--- src/rtl/barrel_shifter_r.sv ---
`default_nettype none
// ============================================================================
// Module   : barrel_shifter_r
// Purpose  : Log2(WIDTH)-stage mux-network barrel shifter with a registered
//            result (one cycle of latency). It supports logical left shift,
//            logical right shift and arithmetic right shift. Builds that
//            define BARREL_ROTATE_EN also support rotation.
// Ports    : clk        - rising-edge clock
//            rst_n      - asynchronous active-low reset
//            in_valid   - qualifies in/shift_mag/dir/arith/rot
//            in         - WIDTH-bit operand
//            shift_mag  - unsigned shift amount, 0..WIDTH-1
//            dir        - 0 = left, 1 = right
//            arith      - right shifts only: 1 = sign-fill, 0 = zero-fill
//            rot        - 1 = rotate (BARREL_ROTATE_EN builds only)
//            out        - registered result; holds when in_valid = 0
//            out_valid  - registered copy of in_valid
// Config   : `define BARREL_ROTATE_EN enables rotate. Without it, rot is
//            ignored.
// Revision : 1.0 - initial release
// ============================================================================
module barrel_shifter_r #(
    parameter int WIDTH = 8,
    parameter int SHW   = $clog2(WIDTH)
) (
    input  logic             clk,
    input  logic             rst_n,
    input  logic             in_valid,
    input  logic [WIDTH-1:0] in,
    input  logic [SHW-1:0]   shift_mag,
    input  logic             dir,
    input  logic             arith,
    input  logic             rot,
    output logic [WIDTH-1:0] out,
    output logic             out_valid
);

    logic             w_rot;
    logic             w_fill;
    logic [WIDTH-1:0] w_rev_in;
    logic [WIDTH-1:0] w_net_in;
    logic [WIDTH-1:0] w_rev_net;
    logic [WIDTH-1:0] w_result;
    logic [WIDTH-1:0] w_stage [SHW+1];
    logic [WIDTH-1:0] r_out;
    logic             r_out_valid;

`ifdef BARREL_ROTATE_EN
    assign w_rot = rot;
`else
    // Rotation is not built. rot is intentionally dropped here.
    logic w_unused_rot;
    assign w_unused_rot = rot;
    assign w_rot        = 1'b0;
`endif

    // Only a non-rotating right shift can inject sign bits.
    // Left shifts and rotates never inject the sign bit.
    assign w_fill = dir & arith & ~w_rot & in[WIDTH-1];

    // The network only shifts right. For a left shift, the operand is
    // bit-reversed before the network and the result is reversed back
    // after it. A right shift/rotate of the reversed word is the left
    // shift/rotate of the original word.
    for (genvar i = 0; i < WIDTH; i++) begin : g_rev
        assign w_rev_in[i]  = in[WIDTH-1-i];
        assign w_rev_net[i] = w_stage[SHW][WIDTH-1-i];
    end

    assign w_net_in   = dir ? in : w_rev_in;
    assign w_stage[0] = w_net_in;

    // Stage k moves every bit down by 2^k when shift_mag[k] is set.
    // Bit positions past the top either wrap (rotate) or take the fill bit.
    for (genvar k = 0; k < SHW; k++) begin : g_stage
        localparam int c_step = 1 << k;
        for (genvar i = 0; i < WIDTH; i++) begin : g_bit
            if (i + c_step < WIDTH) begin : g_inner
                assign w_stage[k+1][i] = shift_mag[k] ? w_stage[k][i+c_step]
                                                      : w_stage[k][i];
            end else begin : g_edge
                assign w_stage[k+1][i] = shift_mag[k]
                    ? (w_rot ? w_stage[k][i+c_step-WIDTH] : w_fill)
                    : w_stage[k][i];
            end
        end
    end

    assign w_result = dir ? w_stage[SHW] : w_rev_net;

    always_ff @(posedge clk or negedge rst_n) begin
        if (!rst_n) begin
            r_out       <= '0;
            r_out_valid <= 1'b0;
        end else begin
            r_out_valid <= in_valid;
            if (in_valid) begin
                r_out <= w_result;
            end
        end
    end

    assign out       = r_out;
    assign out_valid = r_out_valid;

endmodule
`default_nettype wire

--- config.mk ---
export PLATFORM = sky130hd
export DESIGN_NAME = barrel_shifter_r
export DESIGN_NICKNAME = d
export VERILOG_FILES = /design/src/rtl/barrel_shifter_r.sv
export SDC_FILE = /design/constraint.sdc
export NUM_CORES = 1
export LEC_CHECK = 0
export ABC_AREA = 1
export BUFFER_PORTS_ARGS = -buffer_cell sky130_fd_sc_hd__buf_4
export CORE_ASPECT_RATIO = 1.1
export CORE_MARGIN = 2
export CORE_UTILIZATION = 44
export CTS_CLUSTER_SIZE = 30
export DETAILED_ROUTE_END_ITERATION = 12
export MAX_ROUTING_LAYER = met4
export PLACE_DENSITY = 0.75
export SLEW_MARGIN = 25
export SYNTH_ARGS = -nofsm -noshare
export SYNTH_HDL_FRONTEND = slang
export SYNTH_SLANG_ARGS = --single-unit
--- constraint.sdc ---
create_clock -name clk -period 0.8 [get_ports clk]
set_clock_uncertainty 0.15 [all_clocks]
set_input_delay 0.16 -clock clk [delete_from_list [all_inputs] [get_ports clk]]
set_output_delay 0.16 -clock clk [all_outputs]
set_load 0.02 [all_outputs]
==> results of run 1 <==
stage by stage:
step                instance area (um2)  setup slack [ns]  hold WS (ns)  TNS, ns  util, %
CTS                                1470            -0.302        -0.117    -3.55     83.4
detailed placement                 1070            -0.503        -0.162    -4.08     60.6
global placement                   1070            -0.472        -0.164    -3.83     60.6
floorplan                           856            -0.332        -0.286    -2.59        -
cell families after synthesis:
group	after synthesis	share of synthesized area [%]
simple gates	110	62.7
buf+inv	12	9.44
flops	9	27.9
timing repair:
action,CTS
endpoints found under the setup margin,17
gates cloned,2
buffers inserted,1
gates resized for setup,80
endpoints found under the hold margin,10
hold buffers,1
pin swaps,35
==> results.txt, run 1 <==
* Outcome: stopped before the end
- Stage at which the flow ended: 5_1_grt
- The tool reported: "[ERROR DPL-0033] detailed placement checks failed during check placement".
- Measured along the x axis, the die boundary spans 44.9 um.
* Root cell of the clock tree: sky130_fd_sc_hd__clkbuf_4
* Leading cell types by count after synthesis: 54 x sky130_fd_sc_hd__nand2_1, 50 x sky130_fd_sc_hd__nand3_1, 9 x sky130_fd_sc_hd__dfrtp_1
* Portion of synthesized cell area occupied by the leading cell type: 31.0%
* Most common flop cell mapped by yosys: sky130_fd_sc_hd__dfrtp_1
- Measured along the y axis, the die boundary spans 49.0 um.
* Largest cells by area after synthesis: sky130_fd_sc_hd__nand3_1 31%, sky130_fd_sc_hd__dfrtp_1 28%, sky130_fd_sc_hd__nand2_1 25%, sky130_fd_sc_hd__buf_6 4.2%, sky130_fd_sc_hd__nand3_2 3.7%
* Number of levels the H-tree was split into: 1
- Distinct cell type count of the synthesized netlist: 11
- Initial core utilization: 45.9%
- Port bufs: 24
* Weighted congestion reported at the end of routability-driven placement: 0.873
* Synthesized instance count: 131
- For this design the top-level I/O count stands at 26.
- Row cnt: 16
- Clock sinks: 9
- When the last timing repair stopped, the worst path ended at out[4].
- The share of the Yosys chip area taken by registers is 27.9%.
- Among all cell types in the netlist, the one instantiated most often is sky130_fd_sc_hd__nand2_1.
* Number of warnings printed during yosys synthesis: 0
- Once detailed placement completed, the half-perimeter wirelength came to 1.69 mm.
* Maximum count of clock buffers along a single path: 2
- In the synthesized netlist the async set-or-reset flop fraction comes to 100%.
- Initial antenna violation count: 0
* Total standard cell area after synthesis: 808 um2
- Synthesized area per cell: 6.17 um2
* Classification of the worst endpoint: top-level output
- Yosys mapped a number of flops with a built-in enable equal to 0.
- The synthesized design spends more area on one cell type than any other, namely sky130_fd_sc_hd__nand3_1.
- Buffers inserted during clock tree synthesis total 3.
- The number of placed instances, taps included, is 175.
- FF+latch count, synth: 9
- Counting every net in the synthesized netlist gives 148.
- Entering global routing, the biggest net connects 10 pins.
==> run 2: changes to the inputs <==
--- a/config.mk
+++ b/config.mk
@@ -7,13 +7,10 @@
 export LEC_CHECK = 0
 export ABC_AREA = 1
 export BUFFER_PORTS_ARGS = -buffer_cell sky130_fd_sc_hd__buf_4
-export CORE_ASPECT_RATIO = 1.1
-export CORE_MARGIN = 2
-export CORE_UTILIZATION = 44
-export CTS_CLUSTER_SIZE = 30
+export CORE_AREA = 2 2 63 65
 export DETAILED_ROUTE_END_ITERATION = 12
-export MAX_ROUTING_LAYER = met4
-export PLACE_DENSITY = 0.75
+export DIE_AREA = 0 0 65 67
+export PLACE_DENSITY_LB_ADDON = 0.15
 export SLEW_MARGIN = 25
 export SYNTH_ARGS = -nofsm -noshare
 export SYNTH_HDL_FRONTEND = slang
==> constraint.sdc (replaced) <==
create_clock -name clk -period 1 [get_ports clk]
set_clock_uncertainty 0.15 [all_clocks]
set_input_delay 0.2 -clock clk [delete_from_list [all_inputs] [get_ports clk]]
set_output_delay 0.2 -clock clk [all_outputs]
set_load 0.02 [all_outputs]
==> run 2 against run 1 <==
Against the previous run:
- the flow now finishes, with violations (negative setup slack)
- synthesized cell count unchanged
- area after synthesis is the same
==> results.txt, run 2 <==
- Global Route Usage Sum: 12.8%
- Drt initial violations: 30
* Most common cell in the synthesized netlist: sky130_fd_sc_hd__nand2_1 (unchanged)
- Cell class contributing the biggest share of worst-path delay: flip-flops
- The synthesized-area fraction occupied by adder cells is 0% (unchanged).
- Die X-Extent: 65 um (was 44.9 um)
- The yosys synthesis warning count was 0 (unchanged).
* Series of cell instances along the critical path: buf_6
- Number of DRC violations after detailed routing: 0
* Most common library cell in the layout ignoring fill and taps: sky130_fd_sc_hd__nand3_2
- Clock-pin slew was measured on the worst setup and hold paths at 0.04 ns.
* Largest cells by area after synthesis: sky130_fd_sc_hd__nand3_1 31%, sky130_fd_sc_hd__dfrtp_1 28%, sky130_fd_sc_hd__nand2_1 25%, sky130_fd_sc_hd__buf_6 4.2%, sky130_fd_sc_hd__nand3_2 3.7% (unchanged)
* Largest voltage drop on the vdd net: 537 uV
- For this run the aggregate overflow at the end of global routing stands at 0.
- Outcome: complete, but fails checks (was stopped before the end).
- Clock sinks: 9 (unchanged)
- Post-synth EDFFs: 0 (unchanged)
* CTS tree: done
* Share of the yosys chip area belonging to registers: 27.9% (unchanged)
- Summing internal, switching and leakage power gives 1.65 mW.
- Leaving out fill and tap cells, the most frequent cells in the layout are 40 x sky130_fd_sc_hd__nand3_2, 28 x sky130_fd_sc_hd__nand2_2, 22 x sky130_fd_sc_hd__buf_4.
- The number of nets in the synthesized netlist was 148 (unchanged).
- For this run, the slowest stage of the critical path takes 0.39 ns.
- The proportion of synthesized flip-flops having asynchronous set or reset is 100% (unchanged).
- Unrepaired setup endpoints after global routing: yes
- Latest clock arrival within the worst-skew pair: 0.23 ns
- Core Region: 3610 um2
- The synthesis-stage register bit count is 9 (unchanged).
- Number of levels the H-tree was split into: 1 (unchanged)
* Minimum clock period: 1.10 ns
* PD cells: 959 nW/um2
- The buffer depth of the longest clock path came to 2 (unchanged).
* CP Class: reg2out
- The tightest min-delay check is of the in2reg type.
* Post-synthesis compound-gate area fraction: 0% (unchanged)
- Antenna Diode Count: 0
* DR pass1 iterations: 4
- Largest fanout on the critical path: 2
- The fraction of synthesized cell area in xor and xnor cells came to 0% (unchanged).
- Timing would allow up to 905 MHz.
* P&R area growth vs syn: 113%
- The post-synthesis cell area was 808 um2 (unchanged).
- STA classifies the critical path startpoint as a register.
- Most common flop cell mapped by yosys: sky130_fd_sc_hd__dfrtp_1 (unchanged)
* DPL Wire Length: 1.87 mm (was 1.69 mm)
- Synthesized instance count: 131 (unchanged)
* Dominant combinational cell family by area after synthesis: simple AND/OR/NAND/NOR gates (unchanged)
- The CTS buffer count came to 3 (unchanged).
- Hold violation count in the final report: 0
- Dividing the detail-routed via count by the number of cells gives 4.84.
- The analysis attributes to cell leakage a power of 0.821 nW.
- Post-placement cell area: 1080 um2 (was 1070 um2)
- Number of nets still failing antenna checks after routing: 0
- The number of buffers and inverters on the critical path is 1.
- Critical Path RT: 0.65 ns
- Pins over their slew limit: 0
- Remaining max-slew budget at the tightest pin: 83.8%
- The count of distinct cell types in the synthesized netlist came to 11 (unchanged).
* Port bufs: 24 (unchanged)
* Crit share post-route: 110%
- The initial antenna violation count is 0.
- The number of global-route vias before repair is 1,033.
- Cell taking the most area after synthesis: sky130_fd_sc_hd__nand3_1 (unchanged)
- The final reports fail on negative setup slack.
- The finished cells cover 1720 um2.
* Simple-gate area share of the yosys netlist: 62.7% (unchanged)
* Total via count in the routed design: 1,040
* Fin nets: 185
* Count of max-cap constraint violations: 0
- Leading cell types by count after synthesis: 54 x sky130_fd_sc_hd__nand2_1, 50 x sky130_fd_sc_hd__nand3_1, 9 x sky130_fd_sc_hd__dfrtp_1 (unchanged).
* Number of flip-flops in the largest register: 8
- Multiplexer share of the synthesized area: 0% (unchanged)
- The worst setup path is captured at a primary output.
- Average routed wire per standard cell: 13.2 um
- Setup slack on the critical path of the routed design comes to -0.105 ns.
- The proportion of netlist area held by the largest area contributor came to 31.0% (unchanged).
* First-pass GRT wire length: 4.41 mm
- Weighted congestion reported at the end of routability-driven placement: 0.830 (was 0.873)
- Data on the critical path arrives at its endpoint at 0.75 ns.
- The vertical die dimension was 67 um (was 49.0 um).
* Transition time of the tightest slew-check pin: 0.243 ns
* Top Ports: 26 (unchanged)
* # setup viols final: 12
- Synthesized area per cell: 6.17 um2 (unchanged)
- Pin count of the biggest net entering global routing: 11
* Initial core utilization: 22.4% (was 45.9%)
* Cell with the largest stage delay on the worst path: sky130_fd_sc_hd__dfrtp_1
- Total die area: 4360 um2
- Wires add up to 2.83 mm.
- The buffer cell driving the clock tree root is sky130_fd_sc_hd__clkbuf_8 (was sky130_fd_sc_hd__clkbuf_4).
- Share of final-layout standard cells stronger than drive strength 1: 79.6%
* Row cnt: 22 (was 16)
run 2: cell counts after synthesis:
No cell type changed its count.
run 2: logic make-up after synthesis:
family | after synthesis
buffers and inverters | 12
flip-flops | 9
AND/OR/NAND/NOR | 110
run 2: power breakdown:
group | total (mW) | switching (mW) | internal, mW
Combinational | 0.799 | 0.435 | 0.364
Sequential | 0.439 | 0.0296 | 0.409
Clock | 0.415 | 0.137 | 0.277
Total | 1.65 | 0.602 | 1.05
run 2: stage by stage:
stage	hold slack (ns)	worst slack (ns)	utilization (%)	instances	setup TNS, ns
2_1_floorplan	-0.246	-0.172	-	131	-1.31
3_3_place_gp	-0.123	-0.376	29.9	203	-2.84
3_5_place_dp	-0.119	-0.385	29.9	203	-2.85
4_1_cts	0.00794	-0.111	38.3	214	-0.907
5_1_grt	0.0357	-0.133	47.8	215	-1.44
6_report	0.0455	-0.105	47.8	215	-0.878
run 2: final timing paths:
path | startpoint | to | slack (ns) | cells past startpoint
worst max register to register | out[6] | out[6] | 0.11 | 3
worst min register to register | out[4] | out[4] | 0.35 | 2
worst max-delay path | out[6] | out[6] | -0.10 | 1
worst min-delay path | in_valid | out_valid | 0.05 | 1
max in group asynchronous | rst_n | out[6] | 0.39 | 2
min in group asynchronous | rst_n | out[5] | 0.18 | 2
run 2: per-layer routing:
layer	part of all wire (%)	GRT usage [%]	up-vias	routed length [um]
li1	-	-	513	-
met1	41	15.3	498	1160
met2	53	22.4	23	1510
met3	3.2	4.22	6	92
met4	2.4	2.66	0	67
met5	0	0	-	0
run 2: area by class of cell:
class	count	area, um2
clock buffer	4	45.0
sequential	9	225
timing repair inverter	1	8.76
fill	354	1880
multi-input combinational	110	957
tap	48	60.1
inverter	6	56.3
timing repair buffer	37	370
run 2: what timing repair did:
item / CTS / global route
pin swaps: 19 / 29
hold buffers: 1 / 0
gates resized for setup: 51 / 74
cloned: 2 / 0
hold endpoints to repair: 9 / 0
buffers inserted: 4 / 1
setup endpoints to repair: 17 / 17
No activity file was read; power rests on OpenSTA's default activity.
==> run 3: changes to the inputs <==
==> constraint.sdc (replaced) <==
create_clock -name clk -period 1 [get_ports clk]
set_clock_uncertainty 0.15 [all_clocks]
set_input_delay 0 -clock clk [delete_from_list [all_inputs] [get_ports clk]]
set_output_delay 0 -clock clk [all_outputs]
set_load 0.02 [all_outputs]
==> run 3 against run 2 <==
Against the previous run:
- the run ends with negative hold slack left
- total power decreased by 19%
- sequential cell count unchanged
- sequential power decreased by 2%
- cell area decreased by 32%
- utilization decreased by 15 points
- maximum frequency increased by 19%
- via count decreased by 8.0%
- critical path type is now in2async
- largest cell class unchanged
- highest routed layer is now met3
==> results.txt, run 3 (synthesized netlist as in run 2, its figures left out) <==
- The number of flip-flops in the largest register was 8 (unchanged).
- Worst setup SP type: input pin (was register)
- Final wirelength: 2.26 mm (was 2.83 mm)
- The area growth from synthesis to final layout is 45.0% (was 113%).
- Inst Count DP: 200 (was 203)
- Drt initial violations: 46 (was 30)
* DR pass1 iterations: 4 (unchanged)
* # setup viols final: 0 (was 12)
- Minimum clock period: 0.926 ns (was 1.10 ns)
- Kind of end point of the critical path: async pin (was primary output)
- Cell with the largest stage delay on the worst path: sky130_fd_sc_hd__dlygate4sd3_1 (was sky130_fd_sc_hd__dfrtp_1)
- The total I/O pin count was 26 (unchanged).
- Largest fanout on the critical path: 9 (was 2)
- The routability congestion estimate from global placement came to 0.790 (was 0.830).
- The number of buffers added for setup after CTS is 0 (was 4).
* Worst path arrival time: 1.22 ns (was 0.75 ns)
- Most common library cell in the layout ignoring fill and taps: sky130_fd_sc_hd__nand2_1 (was sky130_fd_sc_hd__nand3_2)
- The sink count of the clock tree was 9 (unchanged).
* Remaining max-slew budget at the tightest pin: 84.1% (was 83.8%)
- Failing checks: negative hold slack (was negative setup slack)
- The area of the core region is 3610 um2 (unchanged).
* Number of DRC violations after detailed routing: 0 (unchanged)
- Die Ht: 67 um (unchanged)
* First-pass GRT wire length: 4.02 mm (was 4.41 mm)
- The insertion delay of the later-clocked pin in the worst-skew pair came to 0.23 ns (about the same).
- The number of pins exceeding their max-slew limit in the final report was 0 (unchanged).
- The die width was 65 um (unchanged).
* Pin count of the biggest net entering global routing: 12 (was 11)
* Total power of the final layout: 1.35 mW (was 1.65 mW)
- The vias after detailed routing was 957 (was 1,040).
* Series of cell instances along the critical path: dlygate4sd3_1 -> dlygate4sd3_1 -> buf_6 (was buf_6)
- Number of levels the H-tree was split into: 1 (unchanged)
- The sequential cell area came to 225 um2 (unchanged).
- Fin nets: 176 (was 185)
* Unrepaired setup endpoints after global routing: no (was yes)
- The count of placed standard cells in the final layout, fillers left out came to 206 (was 215).
- The half-perimeter wire length after placement is 1.82 mm (was 1.87 mm).
- Total die area: 4360 um2 (unchanged)
- Outcome: complete, but fails checks (unchanged)
- Transition time of the tightest slew-check pin: 0.239 ns (was 0.243 ns)
* Vias in the first global route: 991 (was 1,033)
- The required time of the critical path is 1.29 ns (was 0.65 ns).
* Count of max-cap constraint violations: 0 (unchanged)
* CTS tree: done (unchanged)
- Largest voltage drop on the vdd net: 479 uV (was 537 uV)
- Register-to-register setup slack: 0.24 ns (was 0.11 ns)
* Row cnt: 22 (unchanged)
- The buffer cell driving the clock tree root was sky130_fd_sc_hd__clkbuf_8 (unchanged).
- The classification of the worst setup path is in2async (was reg2out).
- The post-place setup slack is -0.164 ns (was -0.385 ns).
* Commonest cells after routing, fill and taps aside: 50 x sky130_fd_sc_hd__nand2_1, 37 x sky130_fd_sc_hd__nand3_1, 25 x sky130_fd_sc_hd__buf_4 (was 40 x sky130_fd_sc_hd__nand3_2, 28 x sky130_fd_sc_hd__nand2_2, 22 x sky130_fd_sc_hd__buf_4)
- Leakage component of the power: 0.622 nW (was 0.821 nW)
* Number of nets still failing antenna checks after routing: 0 (unchanged)
- The buffer depth of the longest clock path was 2 (unchanged).
- The number of buffers added on ports is 24 (unchanged).
- The largest incremental delay on the critical path was 0.56 ns (was 0.39 ns).
* Max Clk Rate: 1080 MHz (was 905 MHz)
- Mean number of vias per cell: 4.65 (was 4.84)
* Antenna Diode Count: 0 (unchanged)
- Area used by multi-input combinational logic: 582 um2 (was 957 um2)
* Hold bufs inserted after CTS: 2 (was 1)
* Share of final-layout standard cells stronger than drive strength 1: 35.4% (was 79.6%)
* Hold slack final: -0.184 ns (was 0.0455 ns)
- The post-route fraction of the period consumed by the critical path is 92.6% (was 110%).
* Num CTS Buffers: 3 (unchanged)
- Global Route Usage Sum: 11.7% (was 12.8%)
- Minimum setup slack in the final design: 0.0739 ns (was -0.105 ns)
- Critical path's most frequent cell: sky130_fd_sc_hd__dlygate4sd3_1
- Initial core utilization: 22.4% (unchanged)
* Remaining global-route overflow: 0 (unchanged)
* PD cells: 1150 nW/um2 (was 959 nW/um2)
- The initial antenna violation count came to 0 (unchanged).
- The average detailed-routed wire length per instance is 11.0 um (was 13.2 um).
- Hold violation count in the final report: 9 (was 0)
* Clock transition time at the flip-flop clock pins of the worst setup and hold paths: 0.04 ns (about the same)
* Tightest Hold Check Type: in2reg (unchanged)
* Final-layout fill cell count: 395 (was 354)
## run 3: cell types whose count changed in the layout (fill, tap and decap cells not counted), sizes merged
| cell | delta |
|---|---|
| buf | -9 |
| clkinv | -1 |
| clkinvlp | -1 |
| dlygate4sd3 | +1 |
| inv | +1 |
## run 3: timing repair
| item | in CTS | in global routing |
|---|---|---|
| endpoints found under the setup margin | 0 | 17 |
| resized for setup | 0 | 20 |
| endpoints found under the hold margin | 18 | 9 |
## run 3: power breakdown
| part | total [mW] | switching (mW) | internal, mW |
|---|---|---|---|
| Sequential | 0.431 | 0.0227 | 0.409 |
| Clock | 0.412 | 0.135 | 0.277 |
| Combinational | 0.502 | 0.294 | 0.208 |
## run 3: stage by stage
| step | hold WS (ns) | setup TNS (ns) | util (%) | instance area (um2) |
|---|---|---|---|---|
| after detailed placement | -0.319 | -1.19 | 28.3 | 1020 |
| final | -0.184 | 0 | 32.5 | 1170 |
| after floorplan | -0.446 | 0 | - | 812 |
| after global routing | -0.183 | 0 | 32.5 | 1170 |
| after global placement | -0.323 | -1.08 | 28.3 | 1020 |
| after CTS | -0.196 | 0 | 30.2 | 1090 |
## run 3: per-layer routing
metal / global-route usage (%) / wire length (um) / vias up
li1: - / - / 495
met1: 13.8 / 1070 / 449
met2: 21.3 / 1120 / 13
met3: 3.72 / 74 / 0
met4: 1.60 / 0 / 0
met5: 0 / 0 / -
## run 3: worst paths after layout
check                            end      from  cells after the start
setup / recovery           out_valid     rst_n                      3
hold / removal             out_valid  in_valid                      1
setup reg to reg              out[6]    out[6]                      2
hold reg to reg               out[3]    out[3]                      2
max in group clk              out[4]    out[4]                      1
min in group asynchronous     out[4]     rst_n                      3
## run 3: area by class of cell
type                    instances  share of cell area (%)
inverters                       6                    2.56
clock buffers                   4                    3.84
repair buffers                 29                    19.6
multi-input cells             110                    49.6
flip-flops and latches          9                    19.2
well taps                      48                    5.12
## run 3: worst max-delay path, delay by kind of cell
| kind | cells | cell delay [ns] |
|---|---|---|
| buffers and inverters | 3 | 1.22 |
